<file path="config.mk">
export PLATFORM = sky130hd
export DESIGN_NAME = ringosc_freq_counter_flat
export DESIGN_NICKNAME = d
export VERILOG_FILES = /design/src/rtl/ringosc_pkg.sv /design/src/rtl/ringosc_freq_counter_if.sv /design/src/rtl/ringosc_edge_sync.sv /design/src/rtl/ringosc_freq_counter.sv /design/src/flat_wrapper.sv
export SDC_FILE = /design/constraint.sdc
export NUM_CORES = 1
export LEC_CHECK = 0
export ABC_CLOCK_PERIOD_IN_PS = 4000
export BUFFER_PORTS_ARGS = -buffer_cell sky130_fd_sc_hd__buf_4
export CORE_UTILIZATION = 32
export DETAILED_ROUTE_END_ITERATION = 7
export GPL_ROUTABILITY_DRIVEN = 0
export SLEW_MARGIN = 20
export SYNTH_ARGS = -nofsm -noshare
export SYNTH_HDL_FRONTEND = slang
export SYNTH_SLANG_ARGS = --single-unit
export TNS_END_PERCENT = 1
</file>
<file path="constraint.sdc">
create_clock -name clk -period 4 [get_ports clk]
set_clock_uncertainty 0.05 [all_clocks]
set_input_delay 1 -clock clk [delete_from_list [all_inputs] [get_ports clk]]
set_output_delay 1 -clock clk [all_outputs]
set_load 0.01 [all_outputs]
</file>
<file path="src/rtl/ringosc_pkg.sv">
// Shared types and default widths for the ring-oscillator frequency counter.
// Contents:
//   ringosc_state_e    - measurement FSM states (idle, settle, count, done)
//   CntWDefault        - default edge counter / result width
//   WinWDefault        - default settle / window timer width
//   SyncStagesDefault  - default osc_in synchronizer depth
package ringosc_pkg;

  localparam int unsigned CntWDefault       = 16;
  localparam int unsigned WinWDefault       = 16;
  localparam int unsigned SyncStagesDefault = 2;

  typedef enum logic [1:0] {
    StIdle   = 2'd0,
    StSettle = 2'd1,
    StCount  = 2'd2,
    StDone   = 2'd3
  } ringosc_state_e;

endpackage

</file>
<file path="src/rtl/ringosc_freq_counter_if.sv">
// Result channel of the ring-oscillator frequency counter (valid/ready).
// Signals:
//   count        - edges counted in the last window
//   count_valid  - result available
//   count_ready  - consumer accepts result
//   ovf          - counter saturated during the window (only with RINGOSC_FREQ_CNT_OVF_EN)
// Modports: master (counter side), slave (consumer side).
// Optional macro: RINGOSC_FREQ_CNT_OVF_EN adds the ovf signal.
interface ringosc_freq_counter_if #(
  parameter int unsigned CNT_W = 16
);

  logic [CNT_W-1:0] count;
  logic             count_valid;
  logic             count_ready;
`ifdef RINGOSC_FREQ_CNT_OVF_EN
  logic             ovf;
`endif

  modport master (
    output count,
    output count_valid,
`ifdef RINGOSC_FREQ_CNT_OVF_EN
    output ovf,
`endif
    input  count_ready
  );

  modport slave (
    input  count,
    input  count_valid,
`ifdef RINGOSC_FREQ_CNT_OVF_EN
    input  ovf,
`endif
    output count_ready
  );

endinterface

</file>
<file path="src/rtl/ringosc_edge_sync.sv">
// Synchronizes the asynchronous divided oscillator and flags its rising edges.
// Ports:
//   clk     - system clock
//   rst     - synchronous active-high reset (clears chain and edge history)
//   osc_in  - asynchronous oscillator level
//   rise    - one-cycle pulse when the synchronized level goes 0 -> 1
// SYNC_STAGES must be at least 2.
module ringosc_edge_sync
  import ringosc_pkg::*;
#(
  parameter int unsigned SYNC_STAGES = SyncStagesDefault
) (
  input  logic clk,
  input  logic rst,
  input  logic osc_in,
  output logic rise
);

  logic [SYNC_STAGES-1:0] sync_q;
  logic                   prev_q;

  // prev_q tracks the synchronized level every cycle regardless of the counter's
  // state, so a level that is already high when counting begins never reads as an edge.
  always_ff @(posedge clk) begin
    if (rst) begin
      sync_q <= '0;
      prev_q <= 1'b0;
    end else begin
      sync_q <= {sync_q[SYNC_STAGES-2:0], osc_in};
      prev_q <= sync_q[SYNC_STAGES-1];
    end
  end

  assign rise = sync_q[SYNC_STAGES-1] & ~prev_q;

endmodule

</file>
<file path="src/rtl/ringosc_freq_counter.sv">
// Digital frequency counter for the divided ring-oscillator output.
// On an accepted start it waits settle_len cycles, counts rising edges of osc_in
// over win_len cycles, then offers the saturating count on a valid/ready channel.
// Ports:
//   clk         - system clock, all logic on rising edge
//   rst         - synchronous active-high reset; aborts any measurement
//   osc_in      - asynchronous divided oscillator, f(osc_in) <= f(clk)/4
//   start       - measurement request, sampled only when idle
//   settle_len  - settle cycles, latched on accepted start
//   win_len     - count-window cycles, latched on accepted start
//   busy        - high while settling, counting or holding a result
//   res         - result channel (count, count_valid, count_ready[, ovf])
// Optional macro: RINGOSC_FREQ_CNT_OVF_EN adds res.ovf, set when an edge arrives
// while the counter is already saturated; cleared on the next accepted start.
module ringosc_freq_counter
  import ringosc_pkg::*;
#(
  parameter int unsigned CNT_W       = CntWDefault,
  parameter int unsigned WIN_W       = WinWDefault,
  parameter int unsigned SYNC_STAGES = SyncStagesDefault
) (
  input  logic                   clk,
  input  logic                   rst,
  input  logic                   osc_in,
  input  logic                   start,
  input  logic [WIN_W-1:0]       settle_len,
  input  logic [WIN_W-1:0]       win_len,
  output logic                   busy,
  ringosc_freq_counter_if.master res
);

  localparam logic [CNT_W-1:0] CntMax = '1;

  ringosc_state_e   state_q, state_d;
  logic [WIN_W-1:0] timer_q, timer_d;
  logic [WIN_W-1:0] win_q, win_d;
  logic [CNT_W-1:0] cnt_q, cnt_d;
  logic [CNT_W-1:0] count_q, count_d;

  logic             rise;
  logic             cnt_sat;
  logic [CNT_W-1:0] cnt_next;

  ringosc_edge_sync #(
    .SYNC_STAGES (SYNC_STAGES)
  ) u_edge_sync (
    .clk    (clk),
    .rst    (rst),
    .osc_in (osc_in),
    .rise   (rise)
  );

  assign cnt_sat  = (cnt_q == CntMax);
  assign cnt_next = (rise && !cnt_sat) ? cnt_q + 1'b1 : cnt_q;

  // Timer holds "cycles remaining minus one" in the current phase, so a phase of
  // length N spans exactly N cycles and zero-length phases are skipped at entry.
  always_comb begin
    state_d = state_q;
    timer_d = timer_q;
    win_d   = win_q;
    cnt_d   = cnt_q;
    count_d = count_q;

    unique case (state_q)
      StIdle: begin
        if (start) begin
          win_d = win_len;
          cnt_d = '0;
          if (settle_len != '0) begin
            state_d = StSettle;
            timer_d = settle_len - 1'b1;
          end else if (win_len != '0) begin
            state_d = StCount;
            timer_d = win_len - 1'b1;
          end else begin
            state_d = StDone;
            count_d = '0;
          end
        end
      end

      StSettle: begin
        if (timer_q == '0) begin
          if (win_q != '0) begin
            state_d = StCount;
            timer_d = win_q - 1'b1;
          end else begin
            state_d = StDone;
            count_d = '0;
          end
        end else begin
          timer_d = timer_q - 1'b1;
        end
      end

      StCount: begin
        cnt_d = cnt_next;
        if (timer_q == '0) begin
          state_d = StDone;
          count_d = cnt_next;
        end else begin
          timer_d = timer_q - 1'b1;
        end
      end

      StDone: begin
        if (res.count_ready) begin
          state_d = StIdle;
        end
      end

      default: state_d = StIdle;
    endcase
  end

  always_ff @(posedge clk) begin
    if (rst) begin
      state_q <= StIdle;
      timer_q <= '0;
      win_q   <= '0;
      cnt_q   <= '0;
      count_q <= '0;
    end else begin
      state_q <= state_d;
      timer_q <= timer_d;
      win_q   <= win_d;
      cnt_q   <= cnt_d;
      count_q <= count_d;
    end
  end

`ifdef RINGOSC_FREQ_CNT_OVF_EN
  logic ovf_q;

  always_ff @(posedge clk) begin
    if (rst) begin
      ovf_q <= 1'b0;
    end else if (state_q == StIdle && start) begin
      ovf_q <= 1'b0;
    end else if (state_q == StCount && rise && cnt_sat) begin
      ovf_q <= 1'b1;
    end
  end

  assign res.ovf = ovf_q;
`endif

  assign busy            = (state_q != StIdle);
  assign res.count_valid = (state_q == StDone);
  assign res.count       = count_q;

endmodule

</file>
<file path="src/flat_wrapper.sv">
// flat-port wrapper written by rule: the top's interface ports become plain ports
module ringosc_freq_counter_flat import ringosc_pkg::*;
#(
  parameter int unsigned CNT_W       = CntWDefault,
  parameter int unsigned WIN_W       = WinWDefault,
  parameter int unsigned SYNC_STAGES = SyncStagesDefault
)
  (clk, rst, osc_in, start, settle_len, win_len, busy, res_count, res_count_valid, res_count_ready);
  ringosc_freq_counter_if #(.CNT_W(CNT_W)) res_i ();
  input  logic clk;
  input  logic rst;
  input  logic osc_in;
  input  logic start;
  input  logic [WIN_W-1:0] settle_len;
  input  logic [WIN_W-1:0] win_len;
  output logic busy;
  output wire logic [$bits(res_i.count)-1:0] res_count;
  output wire logic [$bits(res_i.count_valid)-1:0] res_count_valid;
  input wire logic [$bits(res_i.count_ready)-1:0] res_count_ready;
  assign res_count = res_i.count;
  assign res_count_valid = res_i.count_valid;
  assign res_i.count_ready = res_count_ready;
  ringosc_freq_counter #(.CNT_W(CNT_W), .WIN_W(WIN_W), .SYNC_STAGES(SYNC_STAGES)) u_core (.clk(clk), .rst(rst), .osc_in(osc_in), .start(start), .settle_len(settle_len), .win_len(win_len), .busy(busy), .res(res_i));
endmodule
</file>
Yosys cells after proc, flatten, opt, wreduce, memory -nomap -nowiden
Cells that the tools add are included.

storage, ports and cells
  input bits = 37
  output and inout bits = 18
  register bits = 69
  logic and storage cells = 68

cells by class
  multiplexer cells = 25
  reductions and logical operators = 15
  equality and inequality tests = 14
  bitwise gates (word level) = 2
  add/subtract/negate cells = 5

operator list
  cell                                                                   number
  16-bit 2-to-1 mux                                                      14
  16-bit one-hot mux with 3 select lines                                 2
  16-bit by 1-bit subtractor with 16-bit output, second input constant   4
  16-bit nonzero test                                                    3
  16-bit one-hot mux with 2 select lines                                 1
  16-bit by 1-bit adder with 16-bit output, second input constant        1
  16-bit equality test, second input constant                            1
  16-bit logical NOT                                                     1
  2-bit 2-to-1 mux                                                       5
  2-bit != test, second input constant                                   5
  2-bit one-hot mux with 4 select lines                                  1
  7-bit AND reduction                                                    1
  2-bit by 1-bit != test with 1-bit output, second input constant        3
  5-bit AND reduction                                                    1
  2-bit equality test, second input constant                             2
  2-bit AND reduction                                                    2
  4-bit AND reduction                                                    1
  2-bit nonzero test                                                     2
  3-bit by 1-bit != test with 1-bit output, second input constant        1
  3-bit != test, second input constant                                   1
  3-bit nonzero test                                                     1
  2-bit by 1-bit equality test with 1-bit output, second input constant  1
  2-bit logical NOT                                                      1
  1-bit 2-to-1 mux                                                       2
  other kinds (4)                                                        4

Longest topological paths before layout
Gate-level depths: netlist of run 1.

  word-level depth = 6
  gate-level depth with buffers = 12
  mapped depth without buffers = 11

By module
A second synthesis of run 1 with hierarchy kept.

second synthesis, totals
  cells, all modules = 626
  area total of the unflattened synthesis = 4911.0 µm²

modules (own cells, without submodules)
  module                area an instance (µm²)  times used  sequential area each (µm²)  cells each
  ringosc_freq_counter  4823.4                  1           1321.3                      619
  ringosc_edge_sync     87.6                    1           60.1                        7

Least setup slack after synthesis of run 1
No wires, ideal clock.

  kind = input -> register
  from = input port settle_len[3]
  to = register u_core.timer_q[14]
  buffers on the path = 2
  path slack = 501 ps
  setup time = 137 ps
  arrival time = 3313 ps
  stages on the path = 12
  required time = 3813 ps
  cell sequence = or3_1 clkbuf_1 nor2_2 a21oi_1 ha_1 or4b_1 clkbuf_1 nor4_1 o21ai_0 or4_1 nand3_1 a31oi_1

between the ends
  cells in the longest elaborated chain, start to end = 4
  elaborated cells on any way between the ends = 7
  classes of those cells = add/sub (1); eq/ne (1); mux (3); reduce/logical (2)

ends and longest elaborated chain
  element                                                                               line                                                    text
  from (decl)                                                                           flat_wrapper.sv:14                                      input logic [WIN_W-1:0] settle_len;
  16-bit by 1-bit subtractor with 16-bit output or 16-bit nonzero test (tied branches)  ringosc_freq_counter.sv:72, ringosc_freq_counter.sv:70
  16-bit 2-to-1 mux                                                                     ringosc_freq_counter.sv:70                              if (settle_len != '0) begin
  16-bit 2-to-1 mux                                                                     ringosc_freq_counter.sv:67                              if (start) begin
  16-bit one-hot mux with 3 select lines                                                ringosc_freq_counter.sv:65                              unique case (state_q)
  to (signal assigned)                                                                  ringosc_freq_counter.sv:126                             timer_q <= timer_d;
  to (decl)                                                                             ringosc_freq_counter.sv:35                              logic [WIN_W-1:0] timer_q, timer_d;

Parallel ways exist; a longest one is shown, timed or not. The select of a mux whose other input is x is not followed.
A chain may end at the register's enable or synchronous reset.

Worst setup path in the final report of run 1
  from = input port settle_len[6]
  to = register u_core.timer_q[14]

The elaborated chain is that of the path after synthesis.

==> report_table.html, run 1 <==
<table>
<tr><th>Metric</th><th>Value</th></tr>
<tr><th colspan="2">Synth</th></tr>
<tr><td>Fraction of the yosys area taken by sequential cells</td><td>0.270</td></tr>
<tr><td>Share of synthesized flip-flops with an asynchronous set or reset</td><td>0</td></tr>
<tr><td>FF+latch count, synth</td><td>69</td></tr>
<tr><td>Gate count after technology mapping</td><td>653</td></tr>
<tr><td>Number of distinct standard cells referenced by the synthesized netlist</td><td>82</td></tr>
<tr><td>Yosys Warn Count</td><td>0</td></tr>
<tr><td>Nets in the synthesized netlist</td><td>699</td></tr>
<tr><td>Synthesized area per cell</td><td>7.83 µm²</td></tr>
<tr><td>Mapped Area</td><td>0.00511 mm²</td></tr>
<tr><td>Most common flop cell mapped by yosys</td><td>dfxtp_1</td></tr>
<tr><td>Number of flops mapped to enable cells by yosys</td><td>0</td></tr>
<tr><th colspan="2">CTS</th></tr>
<tr><td>CTS H-tree depth</td><td>3</td></tr>
<tr><td>Number of clock buffers inserted by TritonCTS</td><td>9</td></tr>
<tr><td>Post-cts hold buffer count</td><td>0</td></tr>
<tr><td>Clock Tree Root</td><td>clkbuf_16</td></tr>
<tr><td>Clock-pin slew of the registers on the worst-case setup and hold paths</td><td>0.06 ns</td></tr>
<tr><td>Post-CTS setup buffer count</td><td>0</td></tr>
<tr><td>Buffer levels on the longest clock path</td><td>2</td></tr>
<tr><td>Skew-Pair Late Insertion Delay</td><td>0.34 ns</td></tr>
<tr><td>Post_cts resized</td><td>0</td></tr>
<tr><td>Number of clock sinks</td><td>69</td></tr>
<tr><td>CTS tree</td><td>yes</td></tr>
<tr><th colspan="2">Layout</th></tr>
<tr><td>Layout filler cell count</td><td>1,543</td></tr>
<tr><td>Layout cells sized above 1</td><td>0.184</td></tr>
<tr><td>Diode count</td><td>0</td></tr>
<tr><td>Most used cells in the layout excluding fill and tap cells</td><td>83 x nand2_1, 72 x buf_4, 69 x dfxtp_1</td></tr>
<tr><td>End-of-flow core utilization</td><td>0.388</td></tr>
<tr><td>Layout area overhead</td><td>16.6%</td></tr>
<tr><td>Most common library cell in the layout ignoring fill and taps</td><td>nand2_1</td></tr>
<tr><td>Fin cells</td><td>905</td></tr>
<tr><td>Number of nets in the layout</td><td>735</td></tr>
<tr><th colspan="2">Route</th></tr>
<tr><td>Via density per instance</td><td>6.04</td></tr>
<tr><td>DRC violation count after routing</td><td>0</td></tr>
<tr><td>Antenna violation net count after detailed routing</td><td>0</td></tr>
<tr><td>Routed Wire Length</td><td>16.8 mm</td></tr>
<tr><td>DR pass1 iterations</td><td>8</td></tr>
<tr><td>DR WL/cell</td><td>18.6 µm</td></tr>
<tr><td>Via Count</td><td>5,469</td></tr>
<tr><td>First DRT Iteration DRCs</td><td>618</td></tr>
<tr><th colspan="2">Outcome</th></tr>
<tr><td>Result of the run</td><td>finished, final reports clean</td></tr>
<tr><th colspan="2">Place</th></tr>
<tr><td>Count of input and output buffers</td><td>54</td></tr>
<tr><td>DP Wirelength</td><td>12.1 mm</td></tr>
<tr><td>Worst slack at placement</td><td>0.306 ns</td></tr>
<tr><td>Cells after DPL</td><td>889</td></tr>
<tr><th colspan="2">GRT</th></tr>
<tr><td>Antenna violations before repair</td><td>0</td></tr>
<tr><td>Pin count of the biggest net entering global routing</td><td>68</td></tr>
<tr><td>Tot GR Track Use</td><td>0.209</td></tr>
<tr><td>GRT overflow</td><td>0</td></tr>
<tr><td>Global-route wire length before repair</td><td>27.1 mm</td></tr>
<tr><td>Via count of the first global-routing pass</td><td>5,087</td></tr>
<tr><th colspan="2">Timing</th></tr>
<tr><td>Min cycle time layout</td><td>3.36 ns</td></tr>
<tr><td>Final worst path period share</td><td>0.839</td></tr>
<tr><td>Unrepaired setup endpoints after global routing</td><td>false</td></tr>
<tr><td>Slew at the pin closest to its max-slew limit</td><td>1.17 ns</td></tr>
<tr><td>Endpoints failing hold</td><td>0</td></tr>
<tr><td>Final setup violating endpoints</td><td>0</td></tr>
<tr><td>Setup ws final</td><td>0.644 ns</td></tr>
<tr><td>Relative max-transition margin</td><td>0.221</td></tr>
<tr><td>Pins over their slew limit</td><td>0</td></tr>
<tr><td>Total negative slack</td><td>0 ns</td></tr>
<tr><td>Maximum clock rate</td><td>298 MHz</td></tr>
<tr><th colspan="2">Power and ir drop</th></tr>
<tr><td>Pwr per Cell Area</td><td>548 mW/mm²</td></tr>
<tr><td>Final Power</td><td>0.00327 W</td></tr>
<tr><td>Max VDD drop</td><td>0.272 mV</td></tr>
<tr><td>Static leakage</td><td>2.03 nW</td></tr>
<tr><th colspan="2">Die</th></tr>
<tr><td>Die span in x</td><td>128 µm</td></tr>
<tr><td>Die Footprint</td><td>0.0165 mm²</td></tr>
<tr><td>Starting Density</td><td>0.333</td></tr>
<tr><td>Floorplan row count</td><td>45</td></tr>
<tr><td>Core box area</td><td>0.0154 mm²</td></tr>
<tr><td>DIE HEIGHT</td><td>128 µm</td></tr>
<tr><td># IOs</td><td>55</td></tr>
<tr><th colspan="2">Run</th></tr>
<tr><td>Max cap viols</td><td>0</td></tr>
<tr><th colspan="2">Worst setup path</th></tr>
<tr><td>Arrival @ worst endpoint</td><td>3.51 ns</td></tr>
<tr><td>Endpoint kind of the worst setup timing path</td><td>flop</td></tr>
<tr><td>Crit-path max FO</td><td>8</td></tr>
<tr><td>WS Path Type</td><td>in2reg</td></tr>
<tr><td>Worst setup SP type</td><td>input pin</td></tr>
<tr><td>Worst path required time</td><td>4.16 ns</td></tr>
<tr><th colspan="2">Min path</th></tr>
<tr><td>Path type of the worst min-delay path</td><td>reg2reg</td></tr>
</table>
## per-layer routing
metal | part of all wire | up-vias | global-route usage
met5 | 0 | - | 0
met4 | 0.026 | 0 | 0.0824
met3 | 0.087 | 37 | 0.0437
met2 | 0.45 | 270 | 0.327
met1 | 0.44 | 2601 | 0.280
li1 | - | 2561 | -
## power breakdown
group	internal [W]	switching, W	leakage [nW]	total [W]
combinational	0.000559	0.00103	1.34	0.00159
sequential	0.000784	0.000141	0.563	0.000924
clock	0.000438	0.000313	0.130	0.000750
total	0.00178	0.00149	2.03	0.00327
## Yosys cell counts (9+ instances only)
| cell | instances | area share |
|---|---|---|
| nand2_1 | 83 | 0.061 |
| dfxtp_1 | 69 | 0.27 |
| a21oi_1 | 68 | 0.067 |
| nor2_1 | 38 | 0.028 |
| clkbuf_1 | 35 | 0.026 |
| nor3_1 | 25 | 0.024 |
| nand3_1 | 22 | 0.022 |
| o21ai_0 | 21 | 0.021 |
| xor2_1 | 20 | 0.034 |
| nand4_1 | 19 | 0.023 |
| inv_1 | 16 | 0.012 |
| o31ai_1 | 16 | 0.023 |
| nor4_1 | 15 | 0.018 |
| xnor2_1 | 15 | 0.026 |
| or4_1 | 14 | 0.021 |
| a31oi_1 | 12 | 0.015 |
| o31ai_2 | 10 | 0.024 |
| ha_1 | 9 | 0.022 |
| or3_1 | 9 | 0.011 |
## state kept, by name (all words and copies together), names as in the netlist
register,flops
u_core.u_edge_sync.prev_q,1
u_core.timer_q,16
u_core.res.count,16
u_core.state_q,2
u_core.win_q,16
u_core.cnt_q,16
u_core.u_edge_sync.sync_q,2
## kinds of logic after synthesis
group / Yosys count / share of synthesized area
mux: 7 / 0.0137
xor+xnor: 35 / 0.0600
simple gates: 271 / 0.291
compound gates: 197 / 0.285
flops: 69 / 0.270
fa+ha+maj: 9 / 0.0220
buf+inv: 65 / 0.0587
## path summary, 6_finish.rpt
kind                                      from                            to  slack [ns]  depth (start not counted)
hold / removal    u_core.u_edge_sync.sync_q[0]  u_core.u_edge_sync.sync_q[1]        0.39                          1
hold reg to reg   u_core.u_edge_sync.sync_q[0]  u_core.u_edge_sync.sync_q[1]        0.39                          1
setup / recovery                 settle_len[6]            u_core.timer_q[14]        0.64                         12
setup reg to reg               u_core.win_q[7]            u_core.timer_q[11]        1.23                          6
## critical path, cell delays in order
cell and delay, ns:
buf_4 0.12, nor4_1 0.09, nand4_2 0.11, nor2_2 0.06, a21oi_1 0.22, ha_1 0.28, or4b_1 0.59, nor4_1 0.24
o21ai_0 0.15, or4_1 0.48, nand3_1 0.09, a31oi_1 0.08
## layout make-up
| cell class | instances | area, µm² | share of cell area |
|---|---|---|---|
| multi-input cells | 519 | 3430 | 0.576 |
| flip-flops and latches | 69 | 1380 | 0.232 |
| repair buffers | 72 | 541 | 0.0907 |
| well taps | 211 | 264 | 0.0443 |
| clock buffers | 13 | 250 | 0.0420 |
| inverters | 18 | 67.6 | 0.0113 |
| clock inverters | 3 | 21.3 | 0.00357 |
## through the flow
step           cell area, µm²  hold WS (ns)
6_report                 5960         0.390
3_5_place_dp             5690         0.386
2_1_floorplan            5110         0.364
3_3_place_gp             5690         0.387
4_1_cts                  5960         0.399
5_1_grt                  5960         0.407
Power figures use the tool's default switching activity.
==> run 2: changes to the inputs <==
--- a/config.mk
+++ b/config.mk
@@ -5,7 +5,7 @@
 export SDC_FILE = /design/constraint.sdc
 export NUM_CORES = 1
 export LEC_CHECK = 0
-export ABC_CLOCK_PERIOD_IN_PS = 4000
+export ABC_CLOCK_PERIOD_IN_PS = 2900
 export BUFFER_PORTS_ARGS = -buffer_cell sky130_fd_sc_hd__buf_4
 export CORE_UTILIZATION = 32
 export DETAILED_ROUTE_END_ITERATION = 7
==> constraint.sdc (replaced) <==
create_clock -name clk -period 2.9 [get_ports clk]
set_clock_uncertainty 0.05 [all_clocks]
set_input_delay 0.725 -clock clk [delete_from_list [all_inputs] [get_ports clk]]
set_output_delay 0.725 -clock clk [all_outputs]
set_load 0.01 [all_outputs]
==> run 2 against run 1 <==
- cell area is 8.7% higher
- clock power up 56%
- utilization rose by 3.4 points
- largest power group unchanged
==> report_table.html, run 2 (synthesized netlist as in run 1, its figures left out) <==
<table>
<tr><th>Metric</th><th>Value</th></tr>
<tr><th colspan="2">Timing</th></tr>
<tr><td>Final worst path period share</td><td>0.963</td></tr>
<tr><td>Final setup violating endpoints</td><td>0</td></tr>
<tr><td>Min cycle time layout</td><td>2.79 ns</td></tr>
<tr><td>Pins over their slew limit</td><td>0</td></tr>
<tr><td>Slew at the pin closest to its max-slew limit</td><td>0.816 ns</td></tr>
<tr><td>Relative max-transition margin</td><td>0.456</td></tr>
<tr><td>Endpoints failing hold</td><td>0</td></tr>
<tr><td>Unrepaired setup endpoints after global routing</td><td>true</td></tr>
<tr><td>Setup ws final</td><td>0.107 ns</td></tr>
<tr><td>Total negative slack</td><td>0 ns</td></tr>
<tr><td>Final hold slack</td><td>0.390 ns</td></tr>
<tr><td>Maximum clock rate</td><td>358 MHz</td></tr>
<tr><th colspan="2">Layout</th></tr>
<tr><td>Layout area overhead</td><td>26.7%</td></tr>
<tr><td>Most common library cell in the layout ignoring fill and taps</td><td>buf_4</td></tr>
<tr><td>Most used cells in the layout excluding fill and tap cells</td><td>125 x buf_4, 83 x nand2_1, 69 x dfxtp_1</td></tr>
<tr><td>Number of nets in the layout</td><td>790</td></tr>
<tr><td>Fin area</td><td>0.00648 mm²</td></tr>
<tr><td>Diode count</td><td>0</td></tr>
<tr><td>Layout cells sized above 1</td><td>0.252</td></tr>
<tr><th colspan="2">Route</th></tr>
<tr><td>DR WL/cell</td><td>18.2 µm</td></tr>
<tr><td>DRC violation count after routing</td><td>0</td></tr>
<tr><td>Routed Wire Length</td><td>17.5 mm</td></tr>
<tr><td>Via Count</td><td>5,616</td></tr>
<tr><td>Via density per instance</td><td>5.85</td></tr>
<tr><td>DR pass1 iterations</td><td>7</td></tr>
<tr><td>Antenna violation net count after detailed routing</td><td>0</td></tr>
<tr><td>First DRT Iteration DRCs</td><td>560</td></tr>
<tr><th colspan="2">Worst setup path</th></tr>
<tr><td>Endpoint kind of the worst setup timing path</td><td>flop</td></tr>
<tr><td>Cell chain of the critical path</td><td>inv_1 -&gt; ha_1 -&gt; nor2b_1 -&gt; nand3_1 -&gt; o41ai_2 -&gt; a221o_2 -&gt; buf_4 -&gt; a221oi_1 -&gt; a311oi_1</td></tr>
<tr><td>Maximum cell stage delay along the critical path</td><td>0.57 ns</td></tr>
<tr><td>WS Path Type</td><td>reg2reg</td></tr>
<tr><td>Crit-path max FO</td><td>7</td></tr>
<tr><td>Cell count of the worst reg-to-reg path</td><td>9</td></tr>
<tr><td>Crit-path slowest cell</td><td>o41ai_2</td></tr>
<tr><td>Arrival @ worst endpoint</td><td>2.98 ns</td></tr>
<tr><td>Worst setup SP type</td><td>flop</td></tr>
<tr><td>Worst path required time</td><td>3.09 ns</td></tr>
<tr><th colspan="2">CTS</th></tr>
<tr><td>Number of clock sinks</td><td>69</td></tr>
<tr><td>CTS tree</td><td>yes</td></tr>
<tr><td>Post-cts hold buffer count</td><td>0</td></tr>
<tr><td>Post-CTS setup buffer count</td><td>0</td></tr>
<tr><td>CTS H-tree depth</td><td>3</td></tr>
<tr><td>Clock Tree Root</td><td>clkbuf_16</td></tr>
<tr><td>Buffer levels on the longest clock path</td><td>2</td></tr>
<tr><td>Post_cts resized</td><td>0</td></tr>
<tr><td>Skew-Pair Late Insertion Delay</td><td>0.34 ns</td></tr>
<tr><td>Number of clock buffers inserted by TritonCTS</td><td>9</td></tr>
<tr><td>Clock-pin slew of the registers on the worst-case setup and hold paths</td><td>0.06 ns</td></tr>
<tr><th colspan="2">Min path</th></tr>
<tr><td>Path type of the worst min-delay path</td><td>reg2reg</td></tr>
<tr><td>Cells on Worst Hold Path</td><td>1</td></tr>
<tr><th colspan="2">Die</th></tr>
<tr><td>Starting Density</td><td>0.333</td></tr>
<tr><td>Floorplan row count</td><td>45</td></tr>
<tr><td>DIE HEIGHT</td><td>128 µm</td></tr>
<tr><td>Die span in x</td><td>128 µm</td></tr>
<tr><td>Die Footprint</td><td>0.0165 mm²</td></tr>
<tr><td>Core box area</td><td>0.0154 mm²</td></tr>
<tr><td># IOs</td><td>55</td></tr>
<tr><th colspan="2">Power and ir drop</th></tr>
<tr><td>Max VDD drop</td><td>0.404 mV</td></tr>
<tr><td>Combinational group share of total power</td><td>0.494</td></tr>
<tr><td>Part of the power in registers</td><td>0.264</td></tr>
<tr><td>Share of total power consumed by net switching</td><td>0.435</td></tr>
<tr><td>Reported net switching power</td><td>0.00210 W</td></tr>
<tr><td>Internal power of the cells</td><td>0.00273 W</td></tr>
<tr><td>Pwr per Cell Area</td><td>746 mW/mm²</td></tr>
<tr><td>Clock group share of total power</td><td>0.242</td></tr>
<tr><td>Static leakage</td><td>2.33 nW</td></tr>
<tr><th colspan="2">Run</th></tr>
<tr><td>Max cap viols</td><td>0</td></tr>
<tr><th colspan="2">Place</th></tr>
<tr><td>Count of input and output buffers</td><td>54</td></tr>
<tr><td>Worst slack at placement</td><td>-0.201 ns</td></tr>
<tr><td>Placed cell area</td><td>0.00615 mm²</td></tr>
<tr><td>DP Wirelength</td><td>13.0 mm</td></tr>
<tr><th colspan="2">GRT</th></tr>
<tr><td>Antenna violations before repair</td><td>0</td></tr>
<tr><td>Pin count of the biggest net entering global routing</td><td>37</td></tr>
<tr><td>Via count of the first global-routing pass</td><td>5,239</td></tr>
<tr><td>GRT overflow</td><td>0</td></tr>
<tr><td>Global-route wire length before repair</td><td>27.4 mm</td></tr>
<tr><td>Tot GR Track Use</td><td>0.213</td></tr>
<tr><th colspan="2">Outcome</th></tr>
<tr><td>Result of the run</td><td>finished, final reports clean</td></tr>
</table>
==> run 2: worst max-delay path, delay by kind of cell, from the launching register on <==
kind / cells / cell delay (ns)
AND/OR/NAND/NOR: 2 / 0.52
buffers and inverters: 2 / 0.23
flip-flops: 1 / 0.34
AO/OA/AOI/OAI: 4 / 1.31
adder cells (fa/ha/maj): 1 / 0.24
==> run 2: through the flow <==
step                utilization  std cells  power (W)
floorplan                     -        653    0.00285
global placement          0.400        944    0.00355
detailed placement        0.400        944    0.00359
CTS                       0.420        960    0.00477
global route              0.421        960    0.00506
finish                    0.421        960    0.00483
==> run 2: path summary, 6_finish.rpt <==
kind                                              startpoint                           end  slack (ns)
worst max-delay path                         u_core.win_q[1]             u_core.timer_q[6]        0.11
worst min register to register  u_core.u_edge_sync.sync_q[0]  u_core.u_edge_sync.sync_q[1]        0.39
worst max register to register               u_core.win_q[1]             u_core.timer_q[6]        0.11
worst min-delay path            u_core.u_edge_sync.sync_q[0]  u_core.u_edge_sync.sync_q[1]        0.39
==> run 2: cell type report <==
cell class / instances / area (µm²)
Fill cell: 1505 / 8890
Multi-Input combinational cell: 519 / 3470
Sequential cell: 69 / 1380
Timing Repair Buffer: 127 / 978
Clock buffer: 13 / 270
Tap cell: 211 / 264
Inverter: 18 / 67.6
Clock inverter: 3 / 42.5
==> run 2: routing by layer <==
| metal | GRT usage | wire, µm | up-vias |
|---|---|---|---|
| li1 | - | - | 2666 |
| met1 | 0.287 | 7780 | 2679 |
| met2 | 0.336 | 7910 | 243 |
| met3 | 0.0449 | 1400 | 28 |
| met4 | 0.0768 | 354 | 0 |
| met5 | 0 | 0 | - |
==> run 2: power by group through the flow <==
stage | sequential [W] | clock [W] | combinational [W]
finish | 0.00128 | 0.00117 | 0.00239
global route | 0.00129 | 0.00121 | 0.00256
CTS | 0.00127 | 0.00117 | 0.00233
detailed placement | 0.00129 | 0 | 0.00231
global placement | 0.00128 | 0 | 0.00227
floorplan | 0.00123 | 0 | 0.00162
